### src/rtl/mem_arbiter.sv
// mem_arbiter: shares one single-port memory between the fetch requester
// (if_*) and the load/store requester (d_*). Data accesses win arbitration,
// but after STREAK_MAX consecutive data grants with fetch waiting, fetch wins.
// One transaction is in flight at a time: IDLE -> ISSUE -> WAIT -> RESP.
//
// Ports:
//   clk, rstd                  clock, synchronous active-high reset
//   if_req/if_addr             fetch request (held until if_ready)
//   if_ready/if_rvalid/if_rdata fetch accept, response pulse, response data
//   d_req/d_we/d_wstrb/d_addr/d_wdata  load/store request
//   d_ready/d_rvalid/d_rdata   data accept, response pulse, load data (0 for stores)
//   m_en/m_we/m_wstrb/m_addr/m_wdata   memory strobe and write side
//   m_rdata                    memory read data, valid MEM_LAT cycles after m_en
//   busy                       FSM is not in IDLE
module mem_arbiter #(
  parameter int AW         = 32,
  parameter int DW         = 32,
  parameter int MEM_LAT    = 2,
  parameter int STREAK_MAX = 4
) (
  input  logic          clk,
  input  logic          rstd,
  input  logic          if_req,
  input  logic [AW-1:0] if_addr,
  output logic          if_ready,
  output logic          if_rvalid,
  output logic [DW-1:0] if_rdata,
  input  logic          d_req,
  input  logic          d_we,
  input  logic [3:0]    d_wstrb,
  input  logic [AW-1:0] d_addr,
  input  logic [DW-1:0] d_wdata,
  output logic          d_ready,
  output logic          d_rvalid,
  output logic [DW-1:0] d_rdata,
  output logic          m_en,
  output logic          m_we,
  output logic [3:0]    m_wstrb,
  output logic [AW-1:0] m_addr,
  output logic [DW-1:0] m_wdata,
  input  logic [DW-1:0] m_rdata,
  output logic          busy
);

  localparam int CW = (MEM_LAT > 1) ? $clog2(MEM_LAT) : 1;
  localparam int SW = $clog2(STREAK_MAX + 1);

  typedef enum logic [1:0] {
    IDLE  = 2'd0,
    ISSUE = 2'd1,
    WAIT  = 2'd2,
    RESP  = 2'd3
  } state_e;

  state_e          state_q, state_d;
  logic [CW-1:0]   cnt_q, cnt_d;
  logic [SW-1:0]   streak_q, streak_d;
  logic            id_q, id_d;          // 1 = data requester owns the transaction
  logic            we_q, we_d;
  logic [3:0]      wstrb_q, wstrb_d;
  logic [AW-1:0]   addr_q, addr_d;
  logic [DW-1:0]   wdata_q, wdata_d;
  logic            if_rvalid_q, if_rvalid_d;
  logic            d_rvalid_q, d_rvalid_d;
  logic [DW-1:0]   if_rdata_q, if_rdata_d;
  logic [DW-1:0]   d_rdata_q, d_rdata_d;
  logic            grant_d_s, grant_if_s;

  // Arbitration: data wins unless fetch has waited through a full streak.
  always_comb begin
    grant_d_s  = d_req && !(if_req && (streak_q == SW'(STREAK_MAX)));
    grant_if_s = if_req && !grant_d_s;
  end

  // Next-state, capture and response logic.
  always_comb begin
    state_d     = state_q;
    cnt_d       = cnt_q;
    streak_d    = streak_q;
    id_d        = id_q;
    we_d        = we_q;
    wstrb_d     = wstrb_q;
    addr_d      = addr_q;
    wdata_d     = wdata_q;
    if_rvalid_d = 1'b0;
    d_rvalid_d  = 1'b0;
    if_rdata_d  = if_rdata_q;
    d_rdata_d   = d_rdata_q;
    if_ready    = 1'b0;
    d_ready     = 1'b0;
    case (state_q)
      IDLE: begin
        if (!rstd && grant_d_s) begin
          d_ready = 1'b1;
          id_d    = 1'b1;
          we_d    = d_we;
          wstrb_d = d_wstrb;
          addr_d  = d_addr;
          wdata_d = d_wdata;
          state_d = ISSUE;
          // Streak only grows while fetch is actually being held off.
          if (if_req) begin
            streak_d = (streak_q == SW'(STREAK_MAX)) ? streak_q : streak_q + SW'(1);
          end else begin
            streak_d = '0;
          end
        end else if (!rstd && grant_if_s) begin
          if_ready = 1'b1;
          id_d     = 1'b0;
          we_d     = 1'b0;
          wstrb_d  = 4'b0000;
          addr_d   = if_addr;
          wdata_d  = {DW{1'b0}};
          state_d  = ISSUE;
          streak_d = '0;
        end else begin
          state_d = IDLE;
        end
      end
      ISSUE: begin
        cnt_d   = CW'(MEM_LAT - 1);
        state_d = WAIT;
      end
      WAIT: begin
        // cnt_q reaches zero in the cycle m_rdata is valid.
        if (cnt_q == '0) begin
          state_d = RESP;
          if (id_q) begin
            d_rvalid_d = 1'b1;
            d_rdata_d  = we_q ? {DW{1'b0}} : m_rdata;
          end else begin
            if_rvalid_d = 1'b1;
            if_rdata_d  = m_rdata;
          end
        end else begin
          cnt_d = cnt_q - CW'(1);
        end
      end
      RESP: begin
        state_d = IDLE;
      end
      default: begin
        state_d = IDLE;
      end
    endcase
  end

  // State and datapath registers with synchronous reset.
  always_ff @(posedge clk) begin
    if (rstd) begin
      state_q     <= IDLE;
      cnt_q       <= '0;
      streak_q    <= '0;
      id_q        <= 1'b0;
      we_q        <= 1'b0;
      wstrb_q     <= 4'b0000;
      addr_q      <= {AW{1'b0}};
      wdata_q     <= {DW{1'b0}};
      if_rvalid_q <= 1'b0;
      d_rvalid_q  <= 1'b0;
      if_rdata_q  <= {DW{1'b0}};
      d_rdata_q   <= {DW{1'b0}};
    end else begin
      state_q     <= state_d;
      cnt_q       <= cnt_d;
      streak_q    <= streak_d;
      id_q        <= id_d;
      we_q        <= we_d;
      wstrb_q     <= wstrb_d;
      addr_q      <= addr_d;
      wdata_q     <= wdata_d;
      if_rvalid_q <= if_rvalid_d;
      d_rvalid_q  <= d_rvalid_d;
      if_rdata_q  <= if_rdata_d;
      d_rdata_q   <= d_rdata_d;
    end
  end

  // Memory-side outputs are decoded from registered state only.
  always_comb begin
    m_en      = (state_q == ISSUE);
    m_we      = m_en & we_q;
    m_wstrb   = m_en ? wstrb_q : 4'b0000;
    m_addr    = addr_q;
    m_wdata   = wdata_q;
    busy      = (state_q != IDLE);
    if_rvalid = if_rvalid_q;
    d_rvalid  = d_rvalid_q;
    if_rdata  = if_rdata_q;
    d_rdata   = d_rdata_q;
  end

endmodule

### config.mk
export PLATFORM = sky130hd
export DESIGN_NAME = mem_arbiter
export DESIGN_NICKNAME = d
export VERILOG_FILES = /design/src/rtl/mem_arbiter.sv
export SDC_FILE = /design/constraint.sdc
export NUM_CORES = 1
export LEC_CHECK = 0
export ABC_CLOCK_PERIOD_IN_PS = 2280
export CAP_MARGIN = 20
export CORE_UTILIZATION = 44
export CTS_CLUSTER_DIAMETER = 200
export CTS_CLUSTER_SIZE = 8
export DETAILED_ROUTE_END_ITERATION = 7
export DONT_BUFFER_PORTS = 1
export PLACE_DENSITY_LB_ADDON = 0.12
export SLEW_MARGIN = 5
export SYNTH_ARGS = -nofsm -noshare
export SYNTH_HDL_FRONTEND = slang
export SYNTH_SLANG_ARGS = --single-unit
### constraint.sdc
create_clock -name clk -period 2.28 [get_ports clk]
set_input_delay 0.456 -clock clk [delete_from_list [all_inputs] [get_ports clk]]
set_output_delay 0.456 -clock clk [all_outputs]
set_load 0.1 [all_outputs]
After elaboration in Yosys (flattened, before gate mapping)
Index checks and enable logic that the tools add are counted.
{ "word_totals": {"register_bits": 142, "output_inout_bits": 139} }
{ "classes": {"bitwise_logic": 4, "n_eq_ne": 6, "addsub": 2, "reduce_logical": 17, "muxes": 28} }
{ "op_table": {"columns": ["cell", "n"], "rows": [
  ["32-bit 2-to-1 mux", 5],
  ["1-bit 2-to-1 mux", 13],
  ["3-bit 2-to-1 mux", 4],
  ["4-bit 2-to-1 mux", 3],
  ["3-bit AND reduction", 3],
  ["2-bit case mux with 4 select lines", 1],
  ["2-bit nonzero test", 3],
  ["1-bit logical AND", 5],
  ["2-bit == test, second input constant", 2],
  ["3-bit by 1-bit adder with 3-bit output, second input constant", 1],
  ["3-bit == test, second input constant", 1],
  ["1-bit logical NOT", 3],
  ["3-bit inequality test, second input constant", 1],
  ["1-bit NOT", 3],
  ["3-bit OR reduction", 1],
  ["2-bit by 1-bit == test with 1-bit output, second input constant", 1],
  ["2-bit logical NOT", 1],
  ["2-bit 2-to-1 mux", 1],
  ["2-bit inequality test, second input constant", 1],
  ["1-bit case mux with 2 select lines", 1],
  ["2-bit AND reduction", 1],
  ["1-bit AND", 1],
  ["1-bit subtractor, second input constant", 1]
]} }

Depth between registers and ports, before layout
{ "logic_depth": {"depth_word": 10, "ltp_mapped": 8, "depth_no_buf": 5} }

Least setup slack after synthesis
Ideal clock, no wire load.
{ "synth_timing": {"path_type": "reg2out", "start": "register state_q[0]", "end": "output port if_ready", "slack_ns": -0.588, "n_path_buf": 2, "arrival_time_ns": 2.412, "stages_incl_launch_ff": 8, "cell_sequence": "dfxtp_1 -> inv_1 -> ha_1 -> nor2b_1 -> buf_4 -> buf_2 -> nand2_1 -> nor2_1"} }
{ "synth_via": {"elab_chain_cells": 2} }
{ "synth_rtl": {"columns": ["item", "line_no", "source"], "rows": [
  ["from (decl)", "55", "state_e state_q, state_d;"],
  ["from (signal assigned)", "164", "state_q <= state_d;"],
  ["2-bit logical NOT", "91", "case (state_q)"],
  ["1-bit 2-to-1 mux", "91", null],
  ["to (decl)", "25", "output logic if_ready,"]
]} }
Every way passes these cells.

Final worst setup path
{ "layout_timing": {"start": "register state_q[1]", "end": "output port if_ready"} }
The elaborated chain is that of the path after synthesis.

==> results.sh <==
export IMPL_status="complete, no violations"
export IMPL_first_pass_iters=5
export IMPL_arrival_ps=1670
export IMPL_p_clk_frac=0.270
export IMPL_worst_path_max_fanout=7
export IMPL_syn_to_final_growth_pct=28.7
export IMPL_slew_viol_final=0
export IMPL_postSynth_asyncResetShare=0
export IMPL_dp_hpwl_microns=12000
export IMPL_overflow=0
export IMPL_core_area_sq_um=12800
export IMPL_synth_mux_area_frac=0.00170
export IMPL_synthAdderAreaFrac=0.0127
export IMPL_powerDensity_nw_per_um2=1270
export IMPL_crit_path_start_kind="flip-flop"
export IMPL_synth_seq_cells=142
export IMPL_fin_skew_ps=6.79
export IMPL_maxCapViolCount=0
export IMPL_yosysSeqAreaShare=0.482
export IMPL_grt_pass1_wl_microns=28000
export IMPL_nets=949
export IMPL_hold_ws_ps=111
export IMPL_crit_slowest_cell="dfxtp_1"
export IMPL_synth_nets=852
export IMPL_fin_crit_sh=0.932
export IMPL_clock_sinks=142
export IMPL_slowest_delay_ps=330
export IMPL_slew_headroom=0.485
export IMPL_hold_depth=1
export IMPL_antenna_found_initial=0
export IMPL_cts_inserted_buffers=17
export IMPL_synth_avg_cell_area_sq_um=8.31
export IMPL_synth_simple_area_share=0.203
export IMPL_yosys_area_top_type="dfxtp_1"
export IMPL_rr_worst_depth=5
export IMPL_wire_per_inst_microns=17.8
export IMPL_r2r_end="m_addr[28]$_SDFFE_PP0P_"
export IMPL_multiInputGateArea_sq_um=2680
export IMPL_die_h_microns=118
export IMPL_end_kind="primary output"
export IMPL_clk_latency_ps=420
export IMPL_routed_via_density=5.71
export IMPL_route_vias_total=5645
export IMPL_drc=0
export IMPL_critical_path_buf_inv_count=2
export IMPL_htreeDepth=4
export IMPL_peakVddDrop_v=0.000601
export IMPL_yosys_warnings=0
export IMPL_synth_common_cells="dfxtp_1, a21oi_1, nand2_1, o21ai_0, nand3_1"
export IMPL_rsz0062_at_grt="no"
export IMPL_cts_hold_buffers=0
export IMPL_layout_drive_gt1_share=0.241
export IMPL_min_period_ps=2120
export IMPL_grtUsageTotal=0.252
export IMPL_reg2reg_from="state_q[1]$_SDFFE_PP0P_"
export IMPL_p_switching_w=0.00435
export IMPL_hold_path_class="input port to flip-flop"
export IMPL_synth_edf_count=0
export IMPL_hold_viol_final=0
export IMPL_tightest_slew_ps=771
export IMPL_fillerInstances=1139
export IMPL_die_area_sq_um=13900
export IMPL_leakagePower_nw=2.84
export IMPL_initial_core_util=0.460
export IMPL_pin_count=276
export IMPL_synth_top_area_share=0.482
export IMPL_seqCellArea_sq_um=2840
export IMPL_hold_end="m_wdata[9]$_SDFFE_PP0P_"
export IMPL_drtIter0Drc=466
export IMPL_totalWireLength_microns=17600
export IMPL_port_buffers=0
export IMPL_p_seq_frac=0.307
export IMPL_r2r_slack_ps=480
export IMPL_hold_path_startpoint="rstd"
export IMPL_grt_max_degree=145
export IMPL_yosysMostFrequentCell="dfxtp_1"
export IMPL_antenna_left=0
export IMPL_p_int_w=0.00529
export IMPL_fp_dieW_microns=118
export IMPL_setup_viol=0
export IMPL_worst_setup_path_type="flip-flop to primary output"
export IMPL_antennaDiodeCount=0
export IMPL_synth_compound_area_frac=0.231
export IMPL_syn_inst=709
export IMPL_fp_row_count=41
export IMPL_post_cts_buffers=0
export IMPL_final_setup_tns_ps=0
export IMPL_clkTransAtPathRegs_ps=50
export IMPL_worstSetupStartpoint="state_q[1]$_SDFFE_PP0P_"
export IMPL_cts_root_buf="clkbuf_16"
export IMPL_synth_top_flop_cell="dfxtp_1"
export IMPL_comb_power_share=0.423
export IMPL_sw_frac_of_total=0.451
export IMPL_place_congestion=0.809
export IMPL_cts_tree="yes"
export IMPL_synth_area_leaders="dfxtp_1, a21oi_1, nand2_1"
export IMPL_path_cells="inv_1 -> ha_4 -> nor2b_2 -> nand2_1 -> nor2_4 -> buf_12"
export IMPL_syn_area_sq_um=5890
export IMPL_fmaxAchievable_ghz=0.471
export IMPL_critical_path_top_delay_family="simple AND/OR/NAND/NOR gates"
export IMPL_cts_max_path_buffers=2
export IMPL_synth_top_family_by_area="compound AO/OA/AOI/OAI gates"
export IMPL_cts_resized=0
export IMPL_grt_pass1_vias=5457
export IMPL_yosys_area_share_xor_xnor=0
export IMPL_worst_endpoint_required_ps=1820
export IMPL_synth_cell_type_count=37
per-stage QoR:
stage | area [sq um] | setup slack [ps] | cells | power (W) | utilization
after global routing | 7580 | 37.6 | 989 | 0.0100 | 0.591
final | 7580 | 155 | 989 | 0.00964 | 0.591
after global placement | 7010 | 523 | 959 | 0.00699 | 0.547
after CTS | 7570 | 30.8 | 989 | 0.00969 | 0.590
after detailed placement | 7010 | 393 | 959 | 0.00708 | 0.547
after floorplan | 5910 | 139 | 709 | 0.00634 | -
layout by cell type, fill, tap and decap left out, drive strengths merged, types with 25 or more instances in the layout:
| master | Yosys | routed |
|---|---|---|
| nand2 | 102 | 102 |
| o21ai | 72 | 72 |
| a21oi | 136 | 136 |
| a311oi | 32 | 32 |
| nand3b | 33 | 33 |
| nand4 | 34 | 34 |
| nand3 | 39 | 39 |
| buf | 43 | 156 |
| dfxtp | 142 | 142 |
| clkbuf | 35 | 25 |
kinds of logic after synthesis:
group	Yosys count
AOI/OAI and AO/OA	245
adders and majority gates	6
buffers and inverters	85
DFF	142
muxes	1
and+or+nand+nor	230
state kept, by name (all words and copies together) (netlist names):
signal,flops
cnt_q,1
d_rdata,32
d_rvalid,1
id_q,1
if_rdata,32
if_rvalid,1
m_addr,32
m_wdata,32
state_q,2
streak_q,3
we_q,1
wstrb_q,4
per-layer routing:
| layer | vias to the layer above | global-route usage | share of wire |
|---|---|---|---|
| li1 | 2723 | - | - |
| met1 | 2614 | 0.275 | 0.38 |
| met2 | 268 | 0.445 | 0.51 |
| met3 | 40 | 0.0799 | 0.082 |
| met4 | 0 | 0.115 | 0.026 |
| met5 | - | 0 | 0 |
cell type report:
| type | count | area share |
|---|---|---|
| flip-flops and latches | 142 | 0.375 |
| multi-input cells | 482 | 0.353 |
| repair buffers | 156 | 0.166 |
| clock buffers | 25 | 0.0667 |
| well taps | 172 | 0.0284 |
| clock inverters | 5 | 0.00742 |
| inverters | 7 | 0.00346 |
power by group through the flow:
| stage | clock [W] | combinational [W] | sequential [W] |
|---|---|---|---|
| final | 0.00260 | 0.00408 | 0.00296 |
| after global routing | 0.00279 | 0.00425 | 0.00299 |
| after CTS | 0.00266 | 0.00407 | 0.00296 |
| after detailed placement | 0 | 0.00406 | 0.00301 |
| after global placement | 0 | 0.00400 | 0.00299 |
| after floorplan | 0 | 0.00122 | 0.00511 |
worst max path at each step:
stage                     cells after the start  slack [ps]                      end
final                                         6         160                 if_ready
after global routing                          6          40                 if_ready
after CTS                                     6          30                 if_ready
after detailed placement                      5         390  m_addr[28]$_SDFFE_PP0P_
after global placement                        5         520  m_addr[28]$_SDFFE_PP0P_
after floorplan                               5         140                  d_ready
Note: power is estimated with default switching activity, not from simulation.
